--- config.mk ---
export PLATFORM = sky130hd
export DESIGN_NAME = reg_file_arbiter_flat
export DESIGN_NICKNAME = d
export VERILOG_FILES = /design/src/rtl/reg_file_arbiter_if.sv /design/src/rtl/reg_file_arbiter.sv /design/src/flat_wrapper.sv
export SDC_FILE = /design/constraint.sdc
export NUM_CORES = 1
export LEC_CHECK = 0
export ABC_AREA = 0
export CAP_MARGIN = 40
export CORE_MARGIN = 3
export CORE_UTILIZATION = 38
export DETAILED_ROUTE_END_ITERATION = 12
export GPL_ROUTABILITY_DRIVEN = 0
export HOLD_SLACK_MARGIN = 0.05
export MAX_ROUTING_LAYER = met4
export PLACE_DENSITY = 0.79
export RECOVER_POWER = 100
export SYNTH_ARGS = -nofsm -noshare
export SYNTH_HDL_FRONTEND = slang
export SYNTH_SLANG_ARGS = --single-unit
--- constraint.sdc ---
create_clock -name Clk -period 1.9 [get_ports Clk]
set_input_delay 0.475 -clock Clk [delete_from_list [all_inputs] [get_ports Clk]]
set_output_delay 0.475 -clock Clk [all_outputs]
set_load 0.1 [all_outputs]
--- src/rtl/reg_file_arbiter_if.sv ---
// Request/grant bus between the two requesters, the arbiter and the register file.
// The arbiter uses the slave modport; requesters and register file sit on the master side.
interface reg_file_arbiter_if #(
    parameter int unsigned DATA_W = 16,
    parameter int unsigned AW     = 3
);
    // requester side
    logic              req_a;
    logic              req_b;
    logic              we_a;
    logic              we_b;
    logic [AW-1:0]     addr_a;
    logic [AW-1:0]     addr_b;
    logic [DATA_W-1:0] wdata_a;
    logic [DATA_W-1:0] wdata_b;
    logic              gnt_a;
    logic              gnt_b;
    logic              rvalid_a;
    logic              rvalid_b;
    logic [DATA_W-1:0] rdata;
    // register-file side
    logic              rf_ld;
    logic [AW-1:0]     rf_dr;
    logic [AW-1:0]     rf_sr1;
    logic [DATA_W-1:0] rf_wdata;
    logic [DATA_W-1:0] rf_sr1_out;
    // status
    logic              busy;

    modport master (
        output req_a, req_b, we_a, we_b, addr_a, addr_b, wdata_a, wdata_b, rf_sr1_out,
        input  gnt_a, gnt_b, rvalid_a, rvalid_b, rdata, rf_ld, rf_dr, rf_sr1, rf_wdata, busy
    );

    modport slave (
        input  req_a, req_b, we_a, we_b, addr_a, addr_b, wdata_a, wdata_b, rf_sr1_out,
        output gnt_a, gnt_b, rvalid_a, rvalid_b, rdata, rf_ld, rf_dr, rf_sr1, rf_wdata, busy
    );
endinterface

--- src/rtl/reg_file_arbiter.sv ---
// Two-requester round-robin arbiter in front of a single-write/single-read register file.
// Requester A is the datapath, B is the debug port. Every output is registered.
// Optional feature: define RF_CLEAR_ON_RESET_EN to zero every register after reset
// (one register per cycle, busy high, requests ignored meanwhile).
module reg_file_arbiter #(
    parameter int unsigned DATA_W = 16,
    parameter int unsigned AW     = 3
) (
    input logic               Clk,
    input logic               Reset,
    reg_file_arbiter_if.slave bus
);

    localparam logic [1:0] ST_CLEAR = 2'd0;
    localparam logic [1:0] ST_IDLE  = 2'd1;
    localparam logic [1:0] ST_GRANT = 2'd2;

`ifdef RF_CLEAR_ON_RESET_EN
    localparam logic [1:0]    ST_RESET = ST_CLEAR;
    localparam logic [AW-1:0] LAST_IDX = {AW{1'b1}};
`else
    localparam logic [1:0]    ST_RESET = ST_IDLE;
`endif

    logic [1:0]        r_state;
    logic              r_ptr;          // 0 = A has priority, 1 = B has priority
    logic              r_gnt_a;
    logic              r_gnt_b;
    logic              r_rvalid_a;
    logic              r_rvalid_b;
    logic              r_rd_pend_a;    // read granted this cycle, data captured at its end
    logic              r_rd_pend_b;
    logic [DATA_W-1:0] r_rdata;
    logic              r_rf_ld;
    logic [AW-1:0]     r_rf_dr;
    logic [AW-1:0]     r_rf_sr1;
    logic [DATA_W-1:0] r_rf_wdata;
`ifdef RF_CLEAR_ON_RESET_EN
    logic [AW-1:0]     r_clr_cnt;
    logic              r_busy;
`endif

    logic              w_any_req;
    logic              w_pick_b;
    logic              w_we;
    logic [AW-1:0]     w_addr;
    logic [DATA_W-1:0] w_wdata;

    // Choose the winner among the current requests and mux its command fields.
    always_comb begin
        w_any_req = bus.req_a | bus.req_b;
        if (bus.req_a && bus.req_b) begin
            w_pick_b = r_ptr;
        end else begin
            w_pick_b = bus.req_b;
        end
        w_we    = w_pick_b ? bus.we_b    : bus.we_a;
        w_addr  = w_pick_b ? bus.addr_b  : bus.addr_a;
        w_wdata = w_pick_b ? bus.wdata_b : bus.wdata_a;
    end

    // State machine and all registered outputs; strobes default low every cycle.
    always_ff @(posedge Clk) begin
        if (!Reset) begin
            r_state     <= ST_RESET;
            r_ptr       <= 1'b0;
            r_gnt_a     <= 1'b0;
            r_gnt_b     <= 1'b0;
            r_rvalid_a  <= 1'b0;
            r_rvalid_b  <= 1'b0;
            r_rd_pend_a <= 1'b0;
            r_rd_pend_b <= 1'b0;
            r_rdata     <= '0;
            r_rf_ld     <= 1'b0;
            r_rf_dr     <= '0;
            r_rf_sr1    <= '0;
            r_rf_wdata  <= '0;
`ifdef RF_CLEAR_ON_RESET_EN
            r_clr_cnt   <= '0;
            r_busy      <= 1'b1;
`endif
        end else begin
            r_gnt_a    <= 1'b0;
            r_gnt_b    <= 1'b0;
            r_rvalid_a <= 1'b0;
            r_rvalid_b <= 1'b0;
            r_rf_ld    <= 1'b0;
            case (r_state)
`ifdef RF_CLEAR_ON_RESET_EN
                ST_CLEAR: begin
                    // The write for index k is presented in the cycle after k is counted,
                    // so the last write lands in the first IDLE cycle.
                    r_rf_ld    <= 1'b1;
                    r_rf_dr    <= r_clr_cnt;
                    r_rf_wdata <= '0;
                    r_clr_cnt  <= r_clr_cnt + 1'b1;
                    if (r_clr_cnt == LAST_IDX) begin
                        r_state <= ST_IDLE;
                        r_busy  <= 1'b0;
                    end
                end
`endif
                ST_IDLE: begin
                    if (w_any_req) begin
                        r_state     <= ST_GRANT;
                        r_gnt_a     <= ~w_pick_b;
                        r_gnt_b     <= w_pick_b;
                        r_rf_ld     <= w_we;
                        r_rf_dr     <= w_addr;
                        r_rf_sr1    <= w_addr;
                        r_rf_wdata  <= w_wdata;
                        r_rd_pend_a <= ~w_pick_b & ~w_we;
                        r_rd_pend_b <= w_pick_b & ~w_we;
                        // Pointer always moves to the loser, even with a single requester.
                        r_ptr       <= ~w_pick_b;
                    end
                end
                ST_GRANT: begin
                    // Requests are not sampled here, which spaces grants two cycles apart.
                    r_state     <= ST_IDLE;
                    if (r_rd_pend_a || r_rd_pend_b) begin
                        r_rdata <= bus.rf_sr1_out;
                    end
                    r_rvalid_a  <= r_rd_pend_a;
                    r_rvalid_b  <= r_rd_pend_b;
                    r_rd_pend_a <= 1'b0;
                    r_rd_pend_b <= 1'b0;
                end
                default: begin
                    r_state <= ST_IDLE;
                end
            endcase
        end
    end

    assign bus.gnt_a    = r_gnt_a;
    assign bus.gnt_b    = r_gnt_b;
    assign bus.rvalid_a = r_rvalid_a;
    assign bus.rvalid_b = r_rvalid_b;
    assign bus.rdata    = r_rdata;
    assign bus.rf_ld    = r_rf_ld;
    assign bus.rf_dr    = r_rf_dr;
    assign bus.rf_sr1   = r_rf_sr1;
    assign bus.rf_wdata = r_rf_wdata;
`ifdef RF_CLEAR_ON_RESET_EN
    assign bus.busy     = r_busy;
`else
    assign bus.busy     = 1'b0;
`endif

endmodule

--- src/flat_wrapper.sv ---
// flat-port wrapper written by rule: the top's interface ports become plain ports
module reg_file_arbiter_flat 
#(
    parameter int unsigned DATA_W = 16,
    parameter int unsigned AW     = 3
)
  (Clk, Reset, bus_req_a, bus_req_b, bus_we_a, bus_we_b, bus_addr_a, bus_addr_b, bus_wdata_a, bus_wdata_b, bus_rf_sr1_out, bus_gnt_a, bus_gnt_b, bus_rvalid_a, bus_rvalid_b, bus_rdata, bus_rf_ld, bus_rf_dr, bus_rf_sr1, bus_rf_wdata, bus_busy);
  reg_file_arbiter_if #(.DATA_W(DATA_W), .AW(AW)) bus_i ();
  input logic Clk;
  input logic Reset;
  input wire logic [$bits(bus_i.req_a)-1:0] bus_req_a;
  input wire logic [$bits(bus_i.req_b)-1:0] bus_req_b;
  input wire logic [$bits(bus_i.we_a)-1:0] bus_we_a;
  input wire logic [$bits(bus_i.we_b)-1:0] bus_we_b;
  input wire logic [$bits(bus_i.addr_a)-1:0] bus_addr_a;
  input wire logic [$bits(bus_i.addr_b)-1:0] bus_addr_b;
  input wire logic [$bits(bus_i.wdata_a)-1:0] bus_wdata_a;
  input wire logic [$bits(bus_i.wdata_b)-1:0] bus_wdata_b;
  input wire logic [$bits(bus_i.rf_sr1_out)-1:0] bus_rf_sr1_out;
  output wire logic [$bits(bus_i.gnt_a)-1:0] bus_gnt_a;
  output wire logic [$bits(bus_i.gnt_b)-1:0] bus_gnt_b;
  output wire logic [$bits(bus_i.rvalid_a)-1:0] bus_rvalid_a;
  output wire logic [$bits(bus_i.rvalid_b)-1:0] bus_rvalid_b;
  output wire logic [$bits(bus_i.rdata)-1:0] bus_rdata;
  output wire logic [$bits(bus_i.rf_ld)-1:0] bus_rf_ld;
  output wire logic [$bits(bus_i.rf_dr)-1:0] bus_rf_dr;
  output wire logic [$bits(bus_i.rf_sr1)-1:0] bus_rf_sr1;
  output wire logic [$bits(bus_i.rf_wdata)-1:0] bus_rf_wdata;
  output wire logic [$bits(bus_i.busy)-1:0] bus_busy;
  assign bus_i.req_a = bus_req_a;
  assign bus_i.req_b = bus_req_b;
  assign bus_i.we_a = bus_we_a;
  assign bus_i.we_b = bus_we_b;
  assign bus_i.addr_a = bus_addr_a;
  assign bus_i.addr_b = bus_addr_b;
  assign bus_i.wdata_a = bus_wdata_a;
  assign bus_i.wdata_b = bus_wdata_b;
  assign bus_i.rf_sr1_out = bus_rf_sr1_out;
  assign bus_gnt_a = bus_i.gnt_a;
  assign bus_gnt_b = bus_i.gnt_b;
  assign bus_rvalid_a = bus_i.rvalid_a;
  assign bus_rvalid_b = bus_i.rvalid_b;
  assign bus_rdata = bus_i.rdata;
  assign bus_rf_ld = bus_i.rf_ld;
  assign bus_rf_dr = bus_i.rf_dr;
  assign bus_rf_sr1 = bus_i.rf_sr1;
  assign bus_rf_wdata = bus_i.rf_wdata;
  assign bus_busy = bus_i.busy;
  reg_file_arbiter #(.DATA_W(DATA_W), .AW(AW)) u_core (.Clk(Clk), .Reset(Reset), .bus(bus_i));
endmodule
==> results of run 1 <==
-- cells by family (layout without fill, tap and decap cells) --
group | count (synthesis) | in the layout | synth area share (%)
compound gates | 64 | 64 | 25.7
simple gates | 52 | 52 | 15.9
flops | 45 | 45 | 47.5
buf+inv | 39 | 140 | 10.7
other cells | 1 | 1 | 0.198
-- worst register-to-register path: stages (launching register included) --
cell      delay, ps
dfxtp_1         360
nor2b_1         250
clkbuf_1        590
nand3_1         140
a21boi_0        180
-- per-layer routing --
metal	track usage, %	routed length (microns)
met5	-	0
met1	23.6	2490
met2	34.8	3050
met4	5.62	52
met3	4.46	273
-- where the power goes --
part	switching, mW	total, mW	internal (mW)
logic	0.602	0.850	0.248
registers	0.0380	1.04	1.00
clock network	0.329	0.624	0.295
-- flip-flops by register name, summed over array words and instances (netlist names) --
signal and count:
u_core.bus.gnt_a 1, u_core.bus.gnt_b 1, u_core.bus.rdata 16, u_core.bus.rf_dr 3, u_core.bus.rf_ld 1, u_core.bus.rf_wdata 16
u_core.bus.rvalid_a 1, u_core.bus.rvalid_b 1, u_core.r_ptr 1, u_core.r_rd_pend_a 1, u_core.r_rd_pend_b 1, u_core.r_state 2
-- stage by stage --
step | cells | setup slack [ps] | cell area, sq um | utilization [%]
3_5_place_dp | 361 | -66.2 | 3430 | 71.7
3_3_place_gp | 361 | 6.50 | 3430 | 71.7
5_1_grt | 369 | 121 | 2860 | 59.7
4_1_cts | 369 | 257 | 3530 | 73.8
2_1_floorplan | 201 | 50.7 | 1900 | -
6_report | 369 | 189 | 2860 | 59.7
-- layout make-up --
class | count | area, sq um
timing repair buffer | 113 | 927
sequential | 45 | 901
multi-input combinational | 117 | 779
tap | 67 | 83.8
inverter | 19 | 71.3
fill | 424 | 1930
clock buffer | 6 | 82.6
clock inverter | 2 | 13.8
-- Yosys cell counts (3+ instances only) --
library cell and n:
a21boi_1 17, a221o_1 17, buf_2 4, buf_4 6, buf_6 4, clkbuf_1 6, dfxtp_1 45, inv_1 17
nand3_1 17, nor2_1 3, nor3_1 17, o21ai_0 18
-- cell usage in the layout (no fill, tap or decap), types with 8 or more instances in the layout --
| master | count |
|---|---|
| clkdlybuf4s50_1 | 58 |
| inv_1 | 18 |
| nor3_1 | 18 |
| nand3_1 | 17 |
| dfxtp_1 | 45 |
| o21ai_0 | 18 |
| a21boi_0 | 11 |
| a21boi_1 | 8 |
| clkbuf_2 | 43 |
| a221o_1 | 17 |
-- worst paths after layout --
path	from	end	slack [ps]	cells past startpoint
max	bus_req_b	u_core.bus.rf_wdata[12]	190	6
min reg2reg	u_core.bus.rdata[7]	u_core.bus.rdata[7]	470	2
min	u_core.bus.rdata[7]	u_core.bus.rdata[7]	470	2
max reg2reg	u_core.r_state[1]	u_core.bus.rdata[14]	310	4
==> metrics.csv, run 1 <==
metric;value;unit
outcome;complete, no violations;
Overall Global Routing Usage;20.2;%
PortBufs;102;
Worst IR Drop VDD;0.442;mV
clk slew on worst S/H paths;90;ps
area share of the largest cell type after synthesis;47.5;%
async set-or-reset flop fraction in the synthesized netlist;0;%
Slew headroom;51.6;%
Via density;5.08;
crit path kind;in2reg;
share of the yosys chip area belonging to registers;47.5;%
Hold Slack;475;ps
DR WL/cell;15.9;microns
Clock Sinks;45;
Post-Route WL;5.87;mm
Hold Buf Count CTS;0;
CTS tree;built;
crit-path leading delay family;buffers and inverters;
startpoint types;primary input;
DPL Wire Length;4.36;mm
CP max-delay cell;dlygate4sd3_1;
post-synthesis cell type count;35;
Lkg Pwr;1.22;nW
critical path's largest stage delay;620;ps
count of nets after finishing;361;
CP arrival;1900;ps
post-route clock period utilization;90.1;%
leading area contributor after synthesis;dfxtp_1;
Top cell by count, worst path;clkbuf_1;
DIE HEIGHT;76.7;microns
Root Driver;clkbuf_8;
P per Cell Area;880;nW/um^2
Yosys reg bits;45;
Post-Synthesis Cell Area;1900;sq um
fmax;584;MHz
TritonRoute pass-1 iters;4;
H-tree levels;2;
Worst Hold Class;reg2reg;
Final setup viols;0;
initial DRC count;88;
synth top area cells;dfxtp_1 (47%), a221o_1 (9.0%), a21boi_1 (6.7%);
fin. max-slew vios;0;
post_cts resized;0;
Area growth, synth to finish;50.6;%
die area;5880;sq um
Die Wd;76.7;microns
ant diodes;0;
MaxCap Viol Count;0;
share of layout cells above drive strength 1;20.9;%
Vias;1874;
Avg Cell Area, Syn;9.44;sq um
RSZ-0062 raised after global routing;no;
Cells after Synth;201;
starting density of the core;39.7;%
CP cell instances;dlygate4sd3_1 -> nor2_4 -> clkbuf_1 -> clkbuf_1 -> nor2_1 -> o221a_1;
Hold Vio Cnt, Final;0;
Post-synth EDFFs;0;
CP required;2090;ps
initial antenna violation count;0;
CTS Buf Count;5;
worst-path fanout max;5;
Antenna Violating Nets Remaining;0;
CORE AREA;4790;sq um
number of cell rows;25;
vias in the first global route;1865;
DRC violations left;0;
Worst Tran Pin Value;726;ps
Setup crit end kind;register;
clk_lat worst skew;300;ps
fin crit period;1710;ps
Buf/Inv on CP;3;
Top-Level Pins;104;
Tot Pwr;2.51;mW
largest net degree at the start of global routing;20;
gr ovfl total;0;
first-pass GRT wire length;9.18;mm
top_reg_cell synth;dfxtp_1;
syn_nets;261;
Synthesis Warnings;0;
post-CTS setup buffers;0;
clk buf depth;2;
final setup TNS;0;ps
Setup Skew;5.59;ps
Note: power is estimated with default switching activity, not from simulation.
==> run 2, diff against run 1 <==
--- a/config.mk
+++ b/config.mk
@@ -7,6 +7,7 @@
 export LEC_CHECK = 0
 export ABC_AREA = 0
 export CAP_MARGIN = 40
+export CORE_ASPECT_RATIO = 0.5
 export CORE_MARGIN = 3
 export CORE_UTILIZATION = 38
 export DETAILED_ROUTE_END_ITERATION = 12
==> metrics.csv, run 2 (synthesis results as in run 1) <==
metric;value;unit
outcome;complete, no violations;
Slew headroom;40.5;%
post_cts resized;0;
initial DRC count;51;
Final setup viols;0;
Via density;5.15;
post-CTS setup buffers;0;
Setup Skew;3.11;ps
Post-Route WL;5.83;mm
worst slack, placed;-50.7;ps
Root Driver;clkbuf_8;
CP arrival;1900;ps
H-tree levels;2;
CP required;2090;ps
Hold Slack;481;ps
crit path kind;in2reg;
post-route worst setup slack;190;ps
initial antenna violation count;0;
MaxCap Viol Count;0;
DRC violations left;0;
DR WL/cell;15.7;microns
number of cell rows;17;
CP max-delay cell;dlygate4sd3_1;
Overall Global Routing Usage;20.9;%
startpoint types;primary input;
vias in the first global route;2005;
share of layout cells above drive strength 1;22.0;%
Clock Sinks;45;
Top-Level Pins;104;
Worst Tran Pin Value;890;ps
starting density of the core;41.3;%
Worst IR Drop VDD;0.565;mV
Area growth, synth to finish;50.6;%
Hold Vio Cnt, Final;0;
count of nets after finishing;364;
P per Cell Area;920;nW/um^2
Lkg Pwr;1.23;nW
die area;5930;sq um
commonest cells after routing, fill and taps aside;clkdlybuf4s50_1 (57), dfxtp_1 (45), clkbuf_2 (43);
DIE HEIGHT;56.0;microns
fin. max-slew vios;0;
Fillers;364;
fmax;585;MHz
Hold Buf Count CTS;0;
worst-path fanout max;8;
largest net degree at the start of global routing;21;
PortBufs;102;
final core occ;62.2;%
Vias;1912;
first-pass GRT wire length;9.57;mm
gr ovfl total;0;
clk slew on worst S/H paths;80;ps
CORE AREA;4590;sq um
critical path's largest stage delay;640;ps
Setup crit end kind;register;
CTS tree;built;
Die Wd;106;microns
Tot Pwr;2.63;mW
Worst Hold Class;reg2reg;
TritonRoute pass-1 iters;4;
CTS Buf Count;5;
CP cell instances;dlygate4sd3_1 -> and2b_4 -> nor3_1 -> buf_4 -> a221o_1;
fin crit period;1710;ps
clk_lat worst skew;300;ps
Antenna Violating Nets Remaining;0;
clk buf depth;2;
final setup TNS;0;ps
ant diodes;0;
RSZ-0062 raised after global routing;no;
commonest non-fill, non-tap cell in the layout;clkdlybuf4s50_1;
post-route clock period utilization;90.0;%
DPL Wire Length;4.42;mm
-- run 2: cell count changes in the layout (fill, tap and decap cells not counted), sizes merged --
cell           before  now
buf                 8   13
bufinv              0    1
clkbuf             52   51
clkdlybuf4s50      58   57
clkinv              2    1
dlygate4sd3         1    2
inv                19   18
-- run 2: layout make-up --
cell class | count | area (sq um) | area share, %
timing repair buffer | 116 | 907 | 31.7
sequential | 45 | 901 | 31.5
multi-input combinational | 117 | 779 | 27.3
clock buffer | 7 | 86.3 | 3.02
tap | 66 | 82.6 | 2.89
inverter | 19 | 71.3 | 2.50
clock inverter | 1 | 30.0 | 1.05
-- run 2: worst max-delay path: cells and delay by family --
family          cells  cell delay, ps
compound gates      1             360
buf+inv             2             810
simple gates        2             260
-- run 2: through the flow --
stage                     area [sq um]  cells
after floorplan                   1900    201
after global placement            3400    363
after detailed placement          3400    363
after CTS                         3520    371
after global routing              2860    371
final                             2860    371
-- run 2: worst paths after layout --
check	depth (start not counted)	from	slack, ps	to
max	5	bus_req_a	190	u_core.bus.rf_wdata[1]
min	2	u_core.bus.rdata[6]	480	u_core.bus.rdata[6]
max reg2reg	3	u_core.r_rd_pend_a	330	u_core.bus.rdata[15]
min reg2reg	2	u_core.bus.rdata[6]	480	u_core.bus.rdata[6]
-- run 2: power by group --
part           switching [mW]  internal (mW)  total (mW)
combinational           0.599          0.239       0.838
clock                   0.318          0.429       0.746
sequential             0.0418           1.00        1.04
total                   0.958           1.67        2.63
-- run 2: metal layers --
metal	up-vias	global-route usage [%]	share of wire [%]
li1	921	-	-
met1	922	23.3	41
met2	59	36.8	53
met3	10	4.52	4.1
met4	0	8.30	1.9
met5	-	-	0
==> run 3, diff against run 2 <==
--- a/config.mk
+++ b/config.mk
@@ -11,7 +11,6 @@
 export CORE_MARGIN = 3
 export CORE_UTILIZATION = 38
 export DETAILED_ROUTE_END_ITERATION = 12
-export GPL_ROUTABILITY_DRIVEN = 0
 export HOLD_SLACK_MARGIN = 0.05
 export MAX_ROUTING_LAYER = met4
 export PLACE_DENSITY = 0.79
==> results of run 3 <==
Same layout as run 2: the final DEF is identical, and so are final timing and power.
